[config.mk]
export PLATFORM = sky130hd
export DESIGN_NAME = mem_stage_bridge
export DESIGN_NICKNAME = d
export VERILOG_FILES = /design/src/rtl/mem_stage_bridge.sv
export SDC_FILE = /design/constraint.sdc
export NUM_CORES = 1
export LEC_CHECK = 0
export CAP_MARGIN = 30
export CORE_ASPECT_RATIO = 0.9
export CORE_MARGIN = 10
export CORE_UTILIZATION = 47
export DETAILED_ROUTE_END_ITERATION = 10
export MAX_ROUTING_LAYER = met4
export PLACE_DENSITY = 0.86
export SLEW_MARGIN = 20
export SYNTH_ARGS = -nofsm -noshare
export SYNTH_HDL_FRONTEND = slang
export SYNTH_SLANG_ARGS = --single-unit
[constraint.sdc]
create_clock -name clk_i -period 3.8 [get_ports clk_i]
set_input_delay 0.95 -clock clk_i [delete_from_list [all_inputs] [get_ports clk_i]]
set_output_delay 0.95 -clock clk_i [all_outputs]
set_load 0.1 [all_outputs]
[src/rtl/mem_stage_bridge.sv]
// rtl/mem_stage_bridge.sv - MEM-stage data port to single-ported variable-latency memory bus bridge
// Big-endian lanes; one outstanding word transaction; pipeline held while it is in flight.
module mem_stage_bridge #(
  parameter int DataWidth     = 32,
  parameter int AddrWidth     = 12,
  parameter int TimeoutCycles = 255
) (
  input  logic                 clk_i,
  input  logic                 rst_i,
  input  logic [1:0]           core_read_i,
  input  logic [1:0]           core_write_i,
  input  logic                 core_unsigned_i,
  input  logic [DataWidth-1:0] core_addr_i,
  input  logic [DataWidth-1:0] core_wdata_i,
  output logic [DataWidth-1:0] core_rdata_o,
  output logic                 mem_stall_o,
  output logic                 align_err_o,
  output logic                 bus_err_o,
  output logic                 bus_req_o,
  output logic                 bus_we_o,
  output logic [AddrWidth-1:0] bus_addr_o,
  output logic [3:0]           bus_be_o,
  output logic [DataWidth-1:0] bus_wdata_o,
  input  logic                 bus_ack_i,
  input  logic [DataWidth-1:0] bus_rdata_i
);

  localparam int CntW = $clog2(TimeoutCycles + 1);

  typedef enum logic [1:0] {
    IDLE = 2'd0,
    BUS  = 2'd1,
    DONE = 2'd2
  } state_e;

  state_e              state_q, state_d;
  logic [CntW-1:0]     cnt_q;
  logic [1:0]          size_q;
  logic [1:0]          lane_q;
  logic                uns_q;
  logic                bus_req_q;
  logic                bus_we_q;
  logic [AddrWidth-1:0] bus_addr_q;
  logic [3:0]          bus_be_q;
  logic [DataWidth-1:0] bus_wdata_q;
  logic [DataWidth-1:0] core_rdata_q;
  logic                bus_err_q;

  logic       req_any, req_both, misaligned, req_bad, accept, timeout;
  logic [1:0] req_size;
  logic [3:0] req_be;
  logic [DataWidth-1:0] req_wdata;
  logic [7:0]  lane_byte;
  logic [15:0] lane_half;
  logic [DataWidth-1:0] load_data;
  logic unused_addr_bits;

  assign unused_addr_bits = ^core_addr_i[DataWidth-1:AddrWidth+2];

  assign req_any    = (core_read_i != 2'b00) || (core_write_i != 2'b00);
  assign req_both   = (core_read_i != 2'b00) && (core_write_i != 2'b00);
  assign req_size   = (core_read_i != 2'b00) ? core_read_i : core_write_i;
  assign misaligned = ((req_size == 2'b10) && core_addr_i[0]) ||
                      ((req_size == 2'b11) && (core_addr_i[1:0] != 2'b00));
  assign req_bad    = req_both || misaligned;
  assign accept     = (state_q == IDLE) && req_any && !req_bad && !rst_i;
  assign timeout    = (cnt_q == CntW'(TimeoutCycles - 1));

  always_comb begin
    req_be    = 4'b1111;
    req_wdata = core_wdata_i;
    case (req_size)
      2'b01: begin
        req_be    = 4'b1000 >> core_addr_i[1:0];
        req_wdata = {4{core_wdata_i[7:0]}};
      end
      2'b10: begin
        req_be    = core_addr_i[1] ? 4'b0011 : 4'b1100;
        req_wdata = {2{core_wdata_i[15:0]}};
      end
      default: ;
    endcase
  end

  always_comb begin
    lane_byte = bus_rdata_i[31:24];
    case (lane_q)
      2'd1:    lane_byte = bus_rdata_i[23:16];
      2'd2:    lane_byte = bus_rdata_i[15:8];
      2'd3:    lane_byte = bus_rdata_i[7:0];
      default: ;
    endcase
    lane_half = lane_q[1] ? bus_rdata_i[15:0] : bus_rdata_i[31:16];
    case (size_q)
      2'b01:   load_data = {{24{~uns_q & lane_byte[7]}}, lane_byte};
      2'b10:   load_data = {{16{~uns_q & lane_half[15]}}, lane_half};
      default: load_data = bus_rdata_i;
    endcase
  end

  always_ff @(posedge clk_i) begin
    if (rst_i) state_q <= IDLE;
    else       state_q <= state_d;
  end

  always_comb begin
    state_d = state_q;
    case (state_q)
      IDLE:    if (accept) state_d = BUS;
      BUS:     if (bus_ack_i || timeout) state_d = DONE;
      default: state_d = IDLE;
    endcase
  end

  always_comb begin
    mem_stall_o = 1'b0;
    align_err_o = 1'b0;
    if (!rst_i) begin
      case (state_q)
        IDLE: begin
          mem_stall_o = req_any && !req_bad;
          align_err_o = req_any && req_bad;
        end
        BUS:     mem_stall_o = 1'b1;
        default: ;
      endcase
    end
  end

  always_ff @(posedge clk_i) begin
    if (rst_i) begin
      cnt_q        <= '0;
      size_q       <= 2'b00;
      lane_q       <= 2'b00;
      uns_q        <= 1'b0;
      bus_req_q    <= 1'b0;
      bus_we_q     <= 1'b0;
      bus_addr_q   <= '0;
      bus_be_q     <= 4'b0000;
      bus_wdata_q  <= '0;
      core_rdata_q <= '0;
      bus_err_q    <= 1'b0;
    end else begin
      bus_err_q <= (state_q == BUS) && !bus_ack_i && timeout;
      if (accept) begin
        cnt_q       <= '0;
        size_q      <= req_size;
        lane_q      <= core_addr_i[1:0];
        uns_q       <= core_unsigned_i;
        bus_req_q   <= 1'b1;
        bus_we_q    <= (core_write_i != 2'b00);
        bus_addr_q  <= core_addr_i[AddrWidth+1:2];
        bus_be_q    <= req_be;
        bus_wdata_q <= req_wdata;
      end else if (state_q == BUS) begin
        // Ack wins over a timeout landing in the same cycle.
        if (bus_ack_i) begin
          bus_req_q    <= 1'b0;
          core_rdata_q <= bus_we_q ? '0 : load_data;
        end else if (timeout) begin
          bus_req_q    <= 1'b0;
          core_rdata_q <= '0;
        end else begin
          cnt_q <= cnt_q + CntW'(1);
        end
      end
    end
  end

  assign core_rdata_o = core_rdata_q;
  assign bus_err_o    = bus_err_q;
  assign bus_req_o    = bus_req_q;
  assign bus_we_o     = bus_we_q;
  assign bus_addr_o   = bus_addr_q;
  assign bus_be_o     = bus_be_q;
  assign bus_wdata_o  = bus_wdata_q;

endmodule

==> run summary, run 1 <==
The power per cell area came out at 445 mW/mm^2. After clock tree synthesis, the clock-pin slew on the worst setup and hold paths is 0.09 ns. The pin count of the biggest net entering global routing came out at 69. The clock tree synthesis step divided the H-tree into 3 levels. The data required time of the worst path came out at 2.85 ns. The global-route wire length before repair came out at 26700 um.

The antenna cell count is 0. The combinational fraction of design power came out at 0.378. Among the stages of the critical path, the cell type that occurs most often is sky130_fd_sc_hd__buf_4. The switching power as a share of total power is 0.396. The I/O pin total is 189.

Summing over every cut layer, the via total after detailed routing is 5002. The most used flip-flop cell after synthesis is sky130_fd_sc_hd__dfxtp_1. The number of global-route vias before repair was 5055. The post-placement setup slack is 0.0135 ns. The number of max-slew violations in the final report is 0. The area growth from synthesis to layout came out at 45.5%. The number of nets in the layout came out at 796.

The number of iterations in the first detailed-routing pass came out at 5. The total nets after synthesis is 647. The setup TNS after final layout is 0 ns. The run finished with clean final reports. The setup check on the worst reg-to-reg path leaves a slack of 1.27 ns. The combined global-route utilization of all metal layers is 0.230. The worst hold path belongs to the class register to register. The smallest clock period supported by the final layout is computed as 3.67 ns. The initial cell density of the core is 0.484. The switching power summed over all nets is 1210 uW. The final routed wirelength across all metal layers is 16900 um. Setup repair after global routing left no endpoint under its margin.

The tightest hold path in the finished design has a slack of 0.473 ns. The count of cell types in the netlist came out at 52. The count of clock tree sinks is 98. At the worst endpoint, the arrival time is 2.72 ns. The number of buffers created by CTS came out at 9. The horizontal extent of the die is 125 um.

For this run, the register share of the synthesized area comes to 0.418. The critical path start-end classification is input port to primary output. The footprint of the flip-flops and latches is 0.00196 sq mm. The startpoint of the tightest hold check path is bus_req_o.

The die covers 0.0144 sq mm. The slowest stage of the critical path belongs to the cell sky130_fd_sc_hd__clkdlybuf4s50_1. The worst hold path terminates at bus_req_o. Of the total power, the clock network draws 0.248.

The number of design rule violations left after detail routing is 0. The share of synthesized area in the top cell type comes to 0.418. Clock tree synthesis selected as its root buffer the cell sky130_fd_sc_hd__clkbuf_8. The number of buffers between clock root and the deepest sink came out at 2.

The largest clock skew in the final design is 0.0154 ns. The cell total after placement is 797. The worst register-to-register path ends at core_rdata_o[3]. Routability-driven placement finished with a final weighted congestion of 0.892. The Yosys warning count came out at 0. The final-layout fill cell count came out at 732. The highest clock rate is 272 MHz.

The normalized max-slew margin came out at 0.308. The post-DP HPWL is 12400 um. The largest vdd supply drop is 266 uV.

The clock latency of the later-clocked register in the worst-skew pair is 0.38 ns. The final global-route overflow total is 0. During placement, the flow inserted port buffers numbering 170. The flip-flop and latch count after synthesis is 98. Sorting the synthesized cells by area gives the leading types as sky130_fd_sc_hd__dfxtp_1 42%, sky130_fd_sc_hd__a21oi_1 6.8%, sky130_fd_sc_hd__o21ai_0 6.0%. The depth of the worst register-to-register path is 5. The count of endpoints failing hold in the final timing report was 0. The cell area that synthesis handed to floorplanning was 0.00469 sq mm.

The via count normalized by instance count is 6.13. The setup violation total in the final timing report came out at 0. Of all nets on the critical path, the largest fanout is 3. The startpoint of the worst-slack reg-to-reg timing path is size_q[0]. STA classifies the critical path endpoint as a primary output.

The share of cells above drive strength 1 is 0.103. The multi-input combinational cells in the finished layout cover a total of 0.00253 sq mm. The post-route fraction of the period consumed by the critical path came out at 0.966. The overall power of the completed layout came out at 3040 uW. In this design, the stage delay of the slowest critical-path cell is 0.47 ns.

The area of the placeable core came out at 0.00970 sq mm. The slack of the critical path is 0.130 ns. The internal portion of total power came out at 1840 uW. The violation count after the first detailed-routing iteration is 504. The max-cap check violation count is 0.

Measured along the y axis, the die boundary spans 115 um. The number of rows in the core area is 34. The post-layout instance count excluding filler cells came out at 816. The cell type contributing the most total cell area after synthesis is sky130_fd_sc_hd__dfxtp_1. The standby leakage power is 0.00237 uW.

Once detail routing completed, the nets flagged for antenna violations numbered 0. The average wire per standard cell is 20.7 um. The share of flip-flops with an asynchronous set or reset after synthesis came out at 0.

The number of enable-type register cells in the synthesized netlist is 0. The synthesized area per cell came out at 8.76 sq um. The part of the power in registers came out at 0.373. For the pin with the worst max-slew slack, the measured transition is 1.04 ns.

The initial antenna violation count is 0. The cell depth of the worst min-delay path is 1. The gate count of the mapped netlist is 536.

TritonCTS built the clock tree. The category of the worst setup path launch point is an input port. The critical path goes through clkdlybuf4s50_1 > a21oi_2 > buf_4 > ha_2 > o21ai_2 > buf_4 > a31oi_1 > o21a_1 > buf_12.
[cell usage after synthesis, types with 7 or more instances]
cell type / number
sky130_fd_sc_hd__o22ai_1: 7
sky130_fd_sc_hd__ha_1: 7
sky130_fd_sc_hd__a211oi_1: 12
sky130_fd_sc_hd__a221o_2: 8
sky130_fd_sc_hd__nor3_1: 12
sky130_fd_sc_hd__nor2_1: 19
sky130_fd_sc_hd__a2111oi_0: 9
sky130_fd_sc_hd__clkbuf_1: 35
sky130_fd_sc_hd__mux2_2: 9
sky130_fd_sc_hd__a21oi_1: 64
sky130_fd_sc_hd__o41ai_1: 8
sky130_fd_sc_hd__inv_1: 12
sky130_fd_sc_hd__nand3_1: 25
sky130_fd_sc_hd__a221o_1: 8
sky130_fd_sc_hd__a22oi_1: 8
sky130_fd_sc_hd__dfxtp_1: 98
sky130_fd_sc_hd__nand2_1: 9
sky130_fd_sc_hd__buf_2: 10
sky130_fd_sc_hd__a32o_1: 15
sky130_fd_sc_hd__nand2b_1: 23
sky130_fd_sc_hd__o21ai_0: 56
sky130_fd_sc_hd__a221oi_1: 8
sky130_fd_sc_hd__nor2b_1: 19
[worst max-delay path by stage]
stage | start | to | slack [ns] | depth (start not counted)
6_report | core_write_i[0] | align_err_o | 0.13 | 9
5_1_grt | core_write_i[0] | align_err_o | 0.06 | 9
4_1_cts | core_read_i[0] | align_err_o | 0.007 | 10
3_5_place_dp | core_read_i[0] | align_err_o | 0.01 | 10
3_3_place_gp | core_read_i[1] | align_err_o | 0.1 | 10
2_1_floorplan | core_read_i[1] | mem_stall_o | 0.08 | 9
[kinds of logic (layout without fill, tap and decap cells)]
logic type | after synthesis | in the layout | share of synthesized area
AO/OA/AOI/OAI | 219 | 219 | 0.315
AND/OR/NAND/NOR | 130 | 130 | 0.154
flip-flops | 98 | 98 | 0.418
buffers and inverters | 64 | 218 | 0.0555
multiplexers | 12 | 12 | 0.0280
adder cells (fa/ha/maj) | 7 | 7 | 0.0187
XOR/XNOR | 6 | 6 | 0.0112
[placed cells by master, fill, tap and decap left out, drive strengths merged, types with 8 or more instances in the layout]
master         instances
a21oi                 64
a211oi                12
o21ai                 58
dfxtp                 98
a221o                 16
o41ai                  8
a22oi                  8
buf                   23
nor2                  20
nor2b                 19
nor3                  12
a221oi                 8
mux2                   9
nand2                 10
clkbuf                12
clkdlybuf4s50        165
nand2b                23
a32o                  15
inv                   12
a2111oi               10
nand3                 25
[per-layer routing]
| layer | track usage | up-vias | part of all wire |
|---|---|---|---|
| met2 | 0.367 | 249 | 0.46 |
| met4 | 0.0775 | 0 | 0.023 |
| met5 | - | - | 0 |
| li1 | - | 2309 | - |
| met3 | 0.0879 | 34 | 0.10 |
| met1 | 0.261 | 2410 | 0.41 |
[power by group through the flow]
stage          Sequential (uW)  Combinational [uW]  Clock [uW]
6_report                  1140                1150         755
5_1_grt                   1150                1210         808
4_1_cts                   1140                1130         765
3_5_place_dp              1160                1130           0
3_3_place_gp              1160                1100           0
2_1_floorplan             1570                 360           0
[per-stage QoR]
stage	utilization	cell area [sq um]
after floorplan	-	4700
after global placement	0.672	6520
after detailed placement	0.673	6530
after CTS	0.696	6750
after global routing	0.704	6830
final	0.704	6830
[layout make-up]
| cell class | count | share of cell area |
|---|---|---|
| clock buffer | 12 | 0.0212 |
| clock inverter | 4 | 0.0110 |
| inverter | 12 | 0.00659 |
| multi-input combinational | 374 | 0.370 |
| sequential | 98 | 0.287 |
| tap | 126 | 0.0231 |
| timing repair buffer | 190 | 0.280 |
[worst max-delay path, delay by kind of cell]
family                   cells  cell delay (ns)
buffers and inverters        4             0.94
AO/OA/AOI/OAI                4             0.62
adder cells (fa/ha/maj)      1             0.20
[sequential cells by signal, summed over array words and instances, names as in the netlist, 2 cells and up]
signal        count
bus_be_o          4
size_q            2
state_q           2
lane_q            2
bus_addr_o       12
core_rdata_o     32
cnt_q             8
bus_wdata_o      32
[what timing repair did]
action | in CTS | in global routing
endpoints found under the setup margin | 0 | 2
hold buffers | 0 | 0
gates resized for setup | 0 | 6
setup buffers | 0 | 0
Power figures use the tool's default switching activity.
==> run 2: changes to the inputs <==
--- a/config.mk
+++ b/config.mk
@@ -8,10 +8,10 @@
 export CAP_MARGIN = 30
 export CORE_ASPECT_RATIO = 0.9
 export CORE_MARGIN = 10
-export CORE_UTILIZATION = 47
+export CORE_UTILIZATION = 39
 export DETAILED_ROUTE_END_ITERATION = 10
 export MAX_ROUTING_LAYER = met4
-export PLACE_DENSITY = 0.86
+export PLACE_DENSITY = 0.76
 export SLEW_MARGIN = 20
 export SYNTH_ARGS = -nofsm -noshare
 export SYNTH_HDL_FRONTEND = slang
==> constraint.sdc (replaced) <==
create_clock -name clk_i -period 3.3 [get_ports clk_i]
set_input_delay 0.825 -clock clk_i [delete_from_list [all_inputs] [get_ports clk_i]]
set_output_delay 0.825 -clock clk_i [all_outputs]
set_load 0.1 [all_outputs]
==> run summary, run 2 (synthesized netlist as in run 1, its figures left out) <==
The worst-case IR drop observed on VDD is 389 uV. The cts-stage hold buffer count is 0. The top cell family by delay on the critical path is buffers and inverters. Derived from the worst setup path, the maximum achievable clock frequency is 310 MHz. After detailed routing, the average wire length per cell comes to 19.4 um.

The share of cells above drive strength 1 came out at 0.246. In the routed layout, each cell is associated on average with a via count of 5.75. The number of rows in the core area is 37. Setup violations remaining at the end of the flow were counted as 0. The congestion estimate from routability-driven global placement came to 0.850.

The area growth from synthesis to layout came out at 46.5%. The power per cell area is 546 mW/mm^2. The initial antenna violation count came out at 0.

The area of the multi-input gates is 0.00258 sq mm. The die extent in y is 124 um. The root buffer cell is sky130_fd_sc_hd__clkbuf_16. The number of buffers between clock root and the deepest sink came out at 2. The count of clock tree sinks is 98. The horizontal extent of the die is 136 um.

The number of nets in the layout came out at 810. The worst setup path is launched from an input port. The max-cap check violation count is 0. The global-route wire length before repair came out at 25900 um.

By instance count, the cell type seen most on the critical path is sky130_fd_sc_hd__a21oi_4. Leaving out fill and tap cells, the most frequent cells in the layout are 115 x sky130_fd_sc_hd__buf_4, 98 x sky130_fd_sc_hd__dfxtp_1, 80 x sky130_fd_sc_hd__clkdlybuf4s50_1. The arrival time of data at the critical path endpoint is 2.40 ns.

Leaving out fill and tap cells, the most frequent cell in the layout is sky130_fd_sc_hd__buf_4. The total number of H-tree levels is 3. The antenna violation net count after detailed routing is 0. The post-DP HPWL is 12200 um.

The slowest stage of the critical path is the sky130_fd_sc_hd__dlygate4sd2_1 cell. The I/O pin total came out at 189. In the routed design, unresolved DRC markers number 0. The largest clock skew in the final design came out at 0.00923 ns. The TritonCTS clock tree is done. The die area came out at 0.0168 sq mm.

The highest net fanout along the worst path is 3. The tightest min-delay check is of the register to register type. The run finished with clean final reports.

The routed layout has 4941 vias. The number of max-slew violations in the final report is 0. At the later pin of the worst-skew pair, clock insertion delay measures 0.35 ns. The critical path contains buffers and inverters numbering 4 combined.

The normalized max-slew margin is 0.486. The number of iterations in the first detailed-routing pass is 4. In the global route stage, overall resource usage came out at 0.197.

The count of input and output buffers came out at 170. The largest incremental delay on the critical path came out at 0.30 ns. The number of buffers created by CTS is 9. The violation count after the first detailed-routing iteration is 337. The area of the placeable core came out at 0.0116 sq mm. The pin count of the biggest net entering global routing is 48. The footprint of the flip-flops and latches came out at 0.00196 sq mm. The antenna cell count came out at 0. The nature of the critical path endpoint is a primary output. The post-route worst hold slack came out at 0.468 ns. The post-layout minimum cycle time came out at 3.23 ns.

The critical path in this run is classified as input port to primary output. The data required time of the worst path is 2.47 ns. The total overflow left after global routing is 0. In this run the static leakage power is 0.00265 uW. The final routed wirelength across all metal layers is 16700 um. The post-route fraction of the period consumed by the critical path came out at 0.978.

The number of global-route vias before repair is 5034. The final cell area excluding filler cells came out at 0.00687 sq mm. The clock-pin transition on the worst setup and hold timing paths came out at 0.06 ns.

The utilization after layout came out at 0.592. The transition time of the tightest slew-check pin came out at 0.761 ns. The initial cell density of the core came out at 0.404.

The final-layout fill cell count is 1002. The instance area after placement is 0.00648 sq mm. The count of endpoints failing hold in the final timing report is 0.

Traced cell by cell, the critical path runs through dlygate4sd2_1 > inv_1 > a21oi_4 > inv_2 > ha_4 > o21ai_2 > and3_4 > nand2_4 > a21oi_4 > buf_12.
## run 2: metal layers
layer  share of wire  vias to the layer above  track usage
met2            0.47                      201        0.321
met4           0.016                        0       0.0672
met3            0.10                       24       0.0761
met1            0.41                     2369        0.217
met5               0                        -            -
li1                -                     2347            -
## run 2: repair_timing
| item | 4_1_cts | 5_1_grt |
|---|---|---|
| gates resized for setup | 13 | 1 |
| endpoints found under the setup margin | 2 | 2 |
| setup buffers | 2 | 1 |
| pin swaps | 7 | 1 |
## run 2: stage by stage
step | setup slack, ns | setup TNS (ns) | total power, uW | cells
floorplan | 0.00289 | 0 | 2230 | 536
finish | 0.0710 | 0 | 3750 | 860
global placement | -0.152 | -0.252 | 2610 | 840
detailed placement | -0.196 | -0.353 | 2630 | 840
CTS | 0.0160 | 0 | 3780 | 858
global route | -0.00505 | -0.00505 | 3900 | 860
## run 2: layout make-up
type | count | share of cell area
Timing Repair Buffer | 204 | 0.259
Tap cell | 156 | 0.0284
Clock inverter | 6 | 0.0127
Clock buffer | 10 | 0.0333
Inverter | 12 | 0.00655
Multi-Input combinational cell | 374 | 0.375
Sequential cell | 98 | 0.285
## run 2: worst reg2reg max path: stages, from the launching register on
cell	delay (ns)
sky130_fd_sc_hd__dfxtp_1	0.48
sky130_fd_sc_hd__nor4b_1	0.67
sky130_fd_sc_hd__and2_1	0.66
sky130_fd_sc_hd__a32o_1	0.28
## run 2: path summary, 6_finish.rpt
check                               startpoint         endpoint  cells after the start  slack (ns)
worst max-delay path            core_read_i[0]      mem_stall_o                     10        0.07
worst min-delay path                 bus_req_o        bus_req_o                      1        0.47
worst max register to register      state_q[0]  core_rdata_o[3]                      3        1.16
worst min register to register       bus_req_o        bus_req_o                      1        0.47
## run 2: report_power, final
group / total [uW] / internal [uW] / leakage [uW] / switching (uW)
Clock: 1130 / 668 / 0.000157 / 463
Combinational: 1310 / 394 / 0.00169 / 919
Sequential: 1310 / 1260 / 0.000797 / 50.6
Total: 3750 / 2320 / 0.00265 / 1430
==> run 3: changes to the inputs <==
==> constraint.sdc (replaced) <==
create_clock -name clk_i -period 3.3 [get_ports clk_i]
set_input_delay 0.33 -clock clk_i [delete_from_list [all_inputs] [get_ports clk_i]]
set_output_delay 0.33 -clock clk_i [all_outputs]
set_load 0.1 [all_outputs]
==> run summary, run 3 (synthesized netlist as in run 1, its figures left out) <==
The cell depth of the worst min-delay path came out at 1. The normalized max-slew margin is 0.301. After detailed routing, the average wire length per cell comes to 19.8 um. The number of global-route vias before repair is 4911. The layer flagged by global routing as most heavily used is met2. The number of buffers inserted by post-CTS setup repair came out at 0. The antenna cell count is 0. The number of design rule violations left after detail routing came out at 0.

The number of nets in the layout is 790. The I/O pin total is 189. At the pin with the least slew margin, the transition time is 1.04 ns. For this run, the share of the core covered by cells in the final layout is 0.591.

The post-placement setup slack is 0.331 ns. The setup TNS after final layout came out at 0 ns. The count of endpoints failing hold in the final timing report is 0. The endpoint with the worst hold slack is bus_req_o. The slack of the critical path is 0.334 ns. The final routed wirelength across all metal layers came out at 16600 um.

The tightest min-delay check is of the register to register type. The count of clock tree sinks came out at 98. The switching power as a share of total power came out at 0.383. The horizontal extent of the die is 136 um. The footprint of the flip-flops and latches is 0.00196 sq mm.

The reg-to-reg critical path endpoint is core_rdata_o[6]. The setup slack of the worst register-to-register path is 0.84 ns. The startpoint identified for the worst register-to-register timing path is size_q[0]. The post-layout minimum cycle time came out at 2.97 ns. The combined global-route utilization of all metal layers came out at 0.196.

The number of iterations in the first detailed-routing pass is 5. STA classifies the critical path startpoint as an input port. The die area is 0.0168 sq mm. The arrival time of data at the critical path endpoint came out at 2.64 ns. The share of cells above drive strength 1 came out at 0.0908.

TritonCTS built the clock tree. The part of the power in the clock network is 0.293. The max-cap check violation count is 0. Compared with the post-synthesis result, the final layout area differs by 46.4%. The die is 124 um tall. In the layout the commonest cells are 167 x sky130_fd_sc_hd__clkdlybuf4s50_1, 98 x sky130_fd_sc_hd__dfxtp_1, 63 x sky130_fd_sc_hd__a21oi_1. In this run the worst setup path begins at core_read_i[0]. Setup repair after global routing left no endpoint under its margin. In the routed layout, each cell is associated on average with a via count of 5.80. The fraction of met3 tracks used by global routing is 0.0721.

Once detail routing completed, the nets flagged for antenna violations numbered 0. In this run the worst path has a maximum fanout of 10. In this run the power spent charging and discharging nets is 1420 uW. The initial antenna violation count is 0.

Once detailed placement completed, the half-perimeter wirelength came to 12200 um. The root buffer cell chosen for the clock tree is sky130_fd_sc_hd__clkbuf_16. The combinational fraction of design power came out at 0.353. The standby leakage power is 0.00237 uW. STA classifies the critical path endpoint as a primary output. The power per cell area is 539 mW/mm^2. Across all layers, the routed design uses 4870 vias. The depth of the worst register-to-register path is 5.

Cell internal power was estimated by the tool at 2280 uW. The setup violation total in the final timing report is 0. The initial cell density of the core came out at 0.404. The global-route wire length before repair came out at 25800 um.

The data required time of the worst path is 2.97 ns. The pin count of the biggest net entering global routing came out at 70. The core region is 0.0116 sq mm. Based on the critical path, the design can be clocked at up to 337 MHz. The number of rows in the core area came out at 37.

The area of the multi-input gates is 0.00251 sq mm. The largest clock skew in the final design came out at 0.00473 ns. For met1 alone, demand over resource in global routing was 0.225. The count of input and output buffers is 170. CTS built an H-tree with a depth of 3. The final global-route overflow total came out at 0. The part of the power in registers is 0.354. The number of max-slew violations in the final report is 0. The clock-pin transition on the worst setup and hold timing paths is 0.06 ns. The met2 usage in global routing came out at 0.318. The library cell used most frequently in the layout, excluding fill and tap cells, is sky130_fd_sc_hd__clkdlybuf4s50_1. The critical path start-end classification is input port to primary output. The clock latency of the later-clocked register in the worst-skew pair came out at 0.35 ns. The final weighted congestion of routability-driven global placement came out at 0.881. The cts-stage hold buffer count came out at 0. The overall power of the completed layout came out at 3700 uW. VDD sags by at most 409 uV. The final-layout fill cell count came out at 997. The startpoint of the tightest hold check path is bus_req_o. The number of buffers between clock root and the deepest sink came out at 2. The post-route fraction of the period consumed by the critical path is 0.899. The violation count after the first detailed-routing iteration is 449.

The count of cells resized by post-cts repair came out at 0. TritonCTS created 9 clock buffers. The flow ran to the end, and the final reports show no timing, DRC or antenna violations.
-- run 3: cell types whose count changed in the layout (fill, tap and decap cells not counted), moves of 3 or more --
cell	previous run	this run
sky130_fd_sc_hd__a21oi_4	3	0
sky130_fd_sc_hd__buf_4	115	12
sky130_fd_sc_hd__clkdlybuf4s50_1	80	167
sky130_fd_sc_hd__dlygate4sd2_1	3	0
sky130_fd_sc_hd__inv_1	9	12
sky130_fd_sc_hd__inv_2	3	0
-- run 3: cell type report --
cell class / instances / area share
Inverter: 12 / 0.00656
Tap cell: 156 / 0.0284
Clock buffer: 11 / 0.0368
Clock inverter: 4 / 0.00747
Multi-Input combinational cell: 374 / 0.365
Timing Repair Buffer: 184 / 0.270
Sequential cell: 98 / 0.286
-- run 3: routing by layer --
metal | vias up | share of wire
li1 | 2295 | -
met1 | 2338 | 0.41
met2 | 217 | 0.47
met3 | 20 | 0.11
met4 | 0 | 0.015
met5 | - | 0
-- run 3: worst max path at each step --
stage | slack [ns] | to | depth (start not counted)
2_1_floorplan | 0.50 | mem_stall_o | 9
3_3_place_gp | 0.39 | mem_stall_o | 10
3_5_place_dp | 0.33 | mem_stall_o | 10
4_1_cts | 0.33 | mem_stall_o | 10
5_1_grt | 0.17 | mem_stall_o | 10
6_report | 0.33 | mem_stall_o | 10
-- run 3: power groups by stage --
| stage | Sequential, uW | Clock, uW | Combinational [uW] |
|---|---|---|---|
| after detailed placement | 1330 | 0 | 1300 |
| after floorplan | 1810 | 0 | 413 |
| final | 1310 | 1080 | 1310 |
| after global routing | 1320 | 1150 | 1380 |
| after global placement | 1330 | 0 | 1280 |
| after CTS | 1310 | 1100 | 1300 |
-- run 3: critical path, stage by stage --
cell and delay, ns:
sky130_fd_sc_hd__clkdlybuf4s50_1 0.51, sky130_fd_sc_hd__inv_1 0.05, sky130_fd_sc_hd__a21oi_1 0.32, sky130_fd_sc_hd__inv_1 0.12
sky130_fd_sc_hd__ha_1 0.21, sky130_fd_sc_hd__o21ai_1 0.24, sky130_fd_sc_hd__and3_2 0.26, sky130_fd_sc_hd__nand2_2 0.17
sky130_fd_sc_hd__a21oi_2 0.22, sky130_fd_sc_hd__buf_12 0.20
-- run 3: per-stage QoR --
stage	hold WS (ns)	std cells	cell area (sq um)
3_5_place_dp	0.457	823	6540
4_1_cts	0.472	838	6840
3_3_place_gp	0.451	823	6540
6_report	0.469	839	6870
2_1_floorplan	0.407	536	4700
5_1_grt	0.490	839	6870
